==> config.mk <==
export PLATFORM = sky130hd
export DESIGN_NAME = id_ex_stage
export DESIGN_NICKNAME = d
export VERILOG_FILES = /design/src/rtl/id_ex_stage.sv
export SDC_FILE = /design/constraint.sdc
export NUM_CORES = 1
export LEC_CHECK = 0
export CORE_MARGIN = 8
export CORE_UTILIZATION = 41
export CTS_CLUSTER_SIZE = 14
export DETAILED_ROUTE_END_ITERATION = 8
export HOLD_SLACK_MARGIN = 0.06
export PLACE_DENSITY = 0.86
export SKIP_CTS_REPAIR_TIMING = 1
export SLEW_MARGIN = 25
export SYNTH_ARGS = -nofsm -noshare
export SYNTH_HDL_FRONTEND = slang
export SYNTH_SLANG_ARGS = --single-unit
export TNS_END_PERCENT = 5
==> constraint.sdc <==
create_clock -name CLK -period 4.3 [get_ports CLK]
set_clock_uncertainty 0.05 [all_clocks]
set_input_delay 0.86 -clock CLK [delete_from_list [all_inputs] [get_ports CLK]]
set_output_delay 0.86 -clock CLK [all_outputs]
set_load 0.005 [all_outputs]
==> src/rtl/id_ex_stage.sv <==
// ID/EX pipeline register with EX-stage operand forwarding and load-use interlock.
// Define ID_EX_FORWARD_EN to enable MEM/WB forwarding; without it decode interlocks on every in-flight writer.
module id_ex_stage #(
  parameter int XLEN = 32,
  parameter int RA   = 5
) (
  input  logic            CLK,
  input  logic            RST,
  input  logic            ID_VALID,
  output logic            ID_READY,
  input  logic [RA-1:0]   ID_RS1,
  input  logic [RA-1:0]   ID_RS2,
  input  logic [1:0]      ID_USE,
  input  logic [RA-1:0]   ID_RD,
  input  logic [XLEN-1:0] ID_RDATA1,
  input  logic [XLEN-1:0] ID_RDATA2,
  input  logic [XLEN-1:0] ID_IMM,
  input  logic [XLEN-1:0] ID_PC,
  input  logic [1:0]      ID_SRC_A,
  input  logic            ID_SRC_B,
  input  logic [3:0]      ID_CONTROL,
  input  logic [2:0]      ID_CTRL,
  input  logic            FLUSH,
  input  logic [RA-1:0]   MEM_RD,
  input  logic            MEM_REGWRITE,
  input  logic            MEM_MEMREAD,
  input  logic [XLEN-1:0] MEM_RESULT,
  input  logic [RA-1:0]   WB_RD,
  input  logic            WB_REGWRITE,
  input  logic [XLEN-1:0] WB_DATA,
  output logic [XLEN-1:0] X,
  output logic [XLEN-1:0] Y,
  output logic [3:0]      CONTROL,
  output logic            EX_VALID,
  output logic [RA-1:0]   EX_RD,
  output logic [2:0]      EX_CTRL,
  output logic [XLEN-1:0] EX_STORE_DATA
);
  localparam int CTRL_REGWRITE = 2;
  localparam int CTRL_MEMREAD  = 1;

  logic            ex_valid_q;
  logic [RA-1:0]   rs1_q, rs2_q, rd_q;
  logic [XLEN-1:0] rdata1_q, rdata2_q, imm_q, pc_q;
  logic [1:0]      src_a_q;
  logic            src_b_q;
  logic [3:0]      control_q;
  logic [2:0]      ctrl_q;

  logic            hazard;
  logic            bubble;
  logic [XLEN-1:0] op1, op2;

  // A writer with rd != 0 targeting rs; x0 is never a dependency.
  function automatic logic rs_hit(input logic [RA-1:0] rs, input logic [RA-1:0] rd, input logic wr);
    return wr && (rd != '0) && (rd == rs);
  endfunction

  function automatic logic src_wait(input logic [RA-1:0] rs);
`ifdef ID_EX_FORWARD_EN
    return rs_hit(rs, rd_q, ex_valid_q && ctrl_q[CTRL_MEMREAD]);
`else
    return rs_hit(rs, rd_q, ex_valid_q && ctrl_q[CTRL_REGWRITE]) ||
           rs_hit(rs, MEM_RD, MEM_REGWRITE) ||
           rs_hit(rs, WB_RD, WB_REGWRITE);
`endif
  endfunction

  // Handshake: ID_READY=0 means decode must hold its slot unchanged; an instruction
  // enters EX on an edge only when ID_VALID & ID_READY & ~FLUSH, otherwise a bubble does.
  always_comb begin
    hazard = ID_VALID && ((ID_USE[0] && src_wait(ID_RS1)) || (ID_USE[1] && src_wait(ID_RS2)));
    bubble = FLUSH || hazard;
  end

  assign ID_READY = ~hazard;

  always_ff @(posedge CLK) begin
    if (RST || bubble) begin
      ex_valid_q <= 1'b0;
      rs1_q      <= '0;
      rs2_q      <= '0;
      rd_q       <= '0;
      rdata1_q   <= '0;
      rdata2_q   <= '0;
      imm_q      <= '0;
      pc_q       <= '0;
      src_a_q    <= '0;
      src_b_q    <= 1'b0;
      control_q  <= '0;
      ctrl_q     <= '0;
    end else begin
      ex_valid_q <= ID_VALID;
      rs1_q      <= ID_RS1;
      rs2_q      <= ID_RS2;
      rd_q       <= ID_RD;
      rdata1_q   <= ID_RDATA1;
      rdata2_q   <= ID_RDATA2;
      imm_q      <= ID_IMM;
      pc_q       <= ID_PC;
      src_a_q    <= ID_SRC_A;
      src_b_q    <= ID_SRC_B;
      control_q  <= ID_CONTROL;
      ctrl_q     <= ID_VALID ? ID_CTRL : 3'b000;
    end
  end

`ifdef ID_EX_FORWARD_EN
  // Newest value wins: a non-load MEM result beats the WB value.
  function automatic logic [XLEN-1:0] fwd(input logic [RA-1:0] rs, input logic [XLEN-1:0] regval);
    if (rs_hit(rs, MEM_RD, MEM_REGWRITE && !MEM_MEMREAD)) return MEM_RESULT;
    if (rs_hit(rs, WB_RD, WB_REGWRITE)) return WB_DATA;
    return regval;
  endfunction

  always_comb begin
    op1 = fwd(rs1_q, rdata1_q);
    op2 = fwd(rs2_q, rdata2_q);
  end
`else
  logic unused_fwd_inputs;
  assign unused_fwd_inputs = ^{MEM_RESULT, WB_DATA, MEM_MEMREAD, rs1_q, rs2_q};

  always_comb begin
    op1 = rdata1_q;
    op2 = rdata2_q;
  end
`endif

  always_comb begin
    case (src_a_q)
      2'b00:   X = op1;
      2'b01:   X = pc_q;
      default: X = '0;
    endcase
  end

  assign Y             = src_b_q ? imm_q : op2;
  assign EX_STORE_DATA = op2;
  assign CONTROL       = control_q;
  assign EX_VALID      = ex_valid_q;
  assign EX_RD         = rd_q;
  assign EX_CTRL       = ctrl_q;

endmodule

-- After elaboration in Yosys (flattened, before gate mapping)
Cells that the tools add are included.
- muxes and demuxes: 2
- bitwise operators: 2
- equal/unequal tests: 7
- reduce and logical (&&, ||, !) cells: 25
- operators by type and width (cell ; count):
    case mux 32 bit (2 select lines) ; 1
    two-way mux 32 bit ; 1
    equality test 5 bit ; 6
    nonzero test 5 bit ; 3
    logical AND 1 bit ; 13
    logical OR 1 bit ; 7
    equality test 2 x 1 -> 1 bit, second input constant ; 1
    zero test 2 bit ; 1
    NOT 1 bit ; 2
    OR reduction 2 bit ; 1
- logic and storage cells: 46
- bits of input ports: 236
- bits in registers: 144
- output and inout bits: 110

-- Depth between registers and ports, before layout
- depth in word-level cells: 11
- depth in mapped cells: 7
- gate-level depth less buffers: 5

-- Least setup slack after synthesis
OpenSTA, ideal clock, no wires.
- path kind: input -> output
- start: input port WB_RD[3]
- end: output port ID_READY
- buffers on the path: 2
- required time: 3390 ps
- setup slack: 1193 ps
- data arrival time: 2197 ps
- stages on the path: 6
- cell sequence: xor2_1 or4_1 a31oi_4 buf_4 buf_2 nor2_1
- word-level cells in the longest chain between the ends: 8
- elaborated cells between the ends (all ways): 13
- classes of those cells: eq/ne (2); bitwise (1); reduce/logical (10)
- ends and longest elaborated chain (item ; line ; text):
    start: declaration ; 28 ; input logic [RA-1:0] WB_RD,
    nonzero test 5 bit ; 56 ; return wr && (rd != '0) && (rd == rs);
    logical AND 1 bit (2 in series) ; 56 ;
    logical OR 1 bit ; 64 ; rs_hit(rs, MEM_RD, MEM_REGWRITE) ||
    logical AND 1 bit ; 72 ; hazard = ID_VALID && ((ID_USE[0] && src_wait(ID_RS1)) || (ID_USE[1] && src_wait(ID_RS2)));
    logical OR 1 bit (*) ; 72 ;
    logical AND 1 bit (*) ; 72 ;
    NOT 1 bit (*) ; 76 ; assign ID_READY = ~hazard;
    end: declaration ; 10 ; output logic ID_READY,
Mark *: on every way between the ends. The rest lies on a longest branch, timed or not.

-- Final worst setup path
- start: input port WB_RD[1]
- end: output port ID_READY
Same word-level chain as after synthesis.

==> flow_metrics.tcl <==
set metrics [dict create \
    layout-drive-gt1-share_pct 12.3 \
    fin_nets 1126 \
    synth_edf_count 0 \
    synth-seq-cells 144 \
    drt_iter0_markers 263 \
    clockPowerShare_pct 46.6 \
    antenna_found_initial 0 \
    leakagePower_nw 3.77 \
    gp_congestion 0.834 \
    hpwl_microns 13700 \
    wl_per_cell_microns 17.8 \
    synth_cells 639 \
    comb_power_share_pct 12.6 \
    vdd_drop_max_mv 0.254 \
    area_growth_pct 59.6 \
    grt_pass1_vias 5330 \
    required_ns 3.39 \
    grtUsageTotal_pct 20.7 \
    fp.dieArea_sq_um 18400 \
    slowest_delay_ns 0.55 \
    synth_top_area_share_pct 49.2 \
    clockRootBuffer "clkbuf_16" \
    clock_path_buffers 2 \
    yosysMostFrequentCell "dfxtp_1" \
    fin_setup_tns_ns 0 \
    ios 346 \
    min_path_type "flip-flop to flip-flop" \
    fin_cells 1083 \
    cts.clk_slew.worst_paths_ns 0.06 \
    synth-async-reset-ratio_pct 0 \
    period_share_pct 91.3 \
    rows 43 \
    die_w_microns 136 \
    dp.cells 1051 \
    total_power_mw 3.47 \
    fin_crit_ns 3.92 \
    io_buffers 280 \
    placed_cell_area_sq_um 8700 \
    synth_fp_nets 875 \
    pwr-share-seq_pct 40.8 \
    die_y_microns 136 \
    post-place-ws_ns 0.351 \
    drtPass1Iterations 4 \
    grt_pass1_wl_microns 29500 \
    critPathSlowestCell "or4_1" \
    yosys.area.top_type "dfxtp_1" \
    cp.arrival_ns 3.01 \
    yosys_most_used_dff "dfxtp_1" \
    antenna_cells 0 \
    gr-total-overflow 0 \
    start_util_pct 42.1 \
    switching_share_pct 21.7 \
    drcViolationCount 0 \
    relSlewSlack_pct 29.7 \
    syn_area_per_cell_sq_um 9.17 \
    synth_area_sq_um 5860 \
    rsz0062_at_grt "false" \
    tritoncts "yes" \
    worstSetupStartpointType "input port" \
    num-fill-cells 1128 \
    status "finished clean" \
    yosys_warnings 0 \
    h-tree-depth 4 \
    final_area_sq_um 9360 \
    num_vias 5313 \
    cts_buffers 17 \
    synth.lib_cells_used.distinct 24 \
    crit_path_max_fanout 3 \
    fmax_ghz 0.255 \
    switchingPower_mw 0.753 \
    setup_viol 0 \
    clock-sinks 144 \
    hold_viol 0 \
    vias_per_cell 4.91 \
    synth_area_leaders "dfxtp_1 (49%), nor3_1 (9.3%), nand2_1 (9.2%)" \
    max_slew.worst_pin.slew_ns 1.05 \
    maxCapViolCount 0 \
    grt_start_max_net_pins 141 \
    drv_slew 0 \
    worstSkewPairLatency_ns 0.41 \
    core_sq_um 13900 \
    crit_type "input port to output port" \
    p_per_area_nw_per_um2 371 \
    worstPathCellList "clkdlybuf4s50_1, or4_1, nor2_1, or4_1, a31oi_4, nor2_1, clkdlybuf4s50_1" \
    setup_ws_ns 0.376 \
    p_int_mw 2.72 \
    postRouteWirelength_microns 19300 \
    yosys-top-cells-count "dfxtp_1 (144), nand2_1 (143), nor3_1 (109)" \
    crit_path_end_kind "output port" \
    ys_seq_area_share_pct 49.2 \
    drtAntennaViolNets 0 \
]
==> placed cells by master (no fill, tap or decap) <==
| cell type | instances |
|---|---|
| or4_1 | 5 |
| xor2_1 | 14 |
| or3_1 | 1 |
| inv_6 | 1 |
| clkbuf_1 | 1 |
| nand2_1 | 143 |
| clkbuf_16 | 17 |
| xnor2_1 | 16 |
| a31oi_4 | 2 |
| dfxtp_2 | 1 |
| bufinv_16 | 5 |
| clkdlybuf4s50_1 | 280 |
| inv_1 | 2 |
| nor3_1 | 109 |
| mux2i_1 | 32 |
| clkinv_4 | 3 |
| nor2_1 | 35 |
| nor3_2 | 34 |
| o311a_1 | 1 |
| nand4_1 | 5 |
| clkinv_2 | 2 |
| a31oi_1 | 2 |
| nor2_4 | 1 |
| clkinvlp_4 | 2 |
| buf_12 | 2 |
| dfxtp_1 | 143 |
| clkbuf_8 | 1 |
| buf_4 | 6 |
| mux2_2 | 32 |
| nor4b_1 | 3 |
| nand4_2 | 1 |
| or4_4 | 1 |
==> final timing paths <==
kind,startpoint,end,slack [ns],depth (start not counted)
setup / recovery,WB_RD[1],ID_READY,0.38,7
hold / removal,EX_CTRL[2],EX_VALID,0.88,4
setup reg to reg,EX_RD[0],imm_q[16],2.08,6
hold reg to reg,EX_CTRL[2],EX_VALID,0.88,4
==> through the flow <==
step,hold WS (ns),utilization [%]
after global placement,0.887,62.5
after global routing,0.909,67.1
after floorplan,0.779,-
final,0.879,67.1
after CTS,0.893,67.1
after detailed placement,0.881,62.5
==> logic make-up after synthesis <==
group	after synthesis	synth area share [%]
XOR/XNOR	30	4.48
AO/OA/AOI/OAI	5	1.11
flip-flops	144	49.2
buffers and inverters	58	4.91
AND/OR/NAND/NOR	338	28.7
multiplexers	64	11.6
==> sequential cells by signal (all words and copies together) (netlist names) <==
signal and cells:
op1 32, EX_STORE_DATA 32, CONTROL 4, pc_q 32
imm_q 32, src_b_q 1, EX_RD 5, EX_CTRL 3
EX_VALID 1, src_a_q 2
==> critical path, delay by kind of cell <==
family / cells / cell delay [ns]
buffers and inverters: 2 / 1.04
AOI/OAI and AO/OA: 1 / 0.12
and+or+nand+nor: 4 / 0.99
==> layout make-up <==
cell class	count	area, sq um	share of cell area [%]
inverters	2	7.51	0.0802
clock inverters	13	210	2.25
repair buffers	288	2890	30.9
multi-input cells	437	2700	28.8
well taps	180	225	2.41
clock buffers	19	443	4.73
flip-flops and latches	144	2880	30.8
==> power groups by stage <==
stage	Clock, mW	Sequential (mW)	Combinational (mW)
5_1_grt	1.71	1.42	0.471
6_report	1.62	1.42	0.437
2_1_floorplan	0	1.44	0.151
4_1_cts	1.64	1.42	0.441
3_5_place_dp	0	1.45	0.437
3_3_place_gp	0	1.45	0.430
==> metal layers <==
metal	track usage (%)	part of all wire [%]	wire length [microns]	vias to the layer above
met1	22.3	39	7500	2447
met3	6.71	7.1	1370	40
met5	0	0	0	-
met2	35.9	51	9930	183
li1	-	-	-	2643
met4	9.56	2.7	527	0
Power figures use the tool's default switching activity.
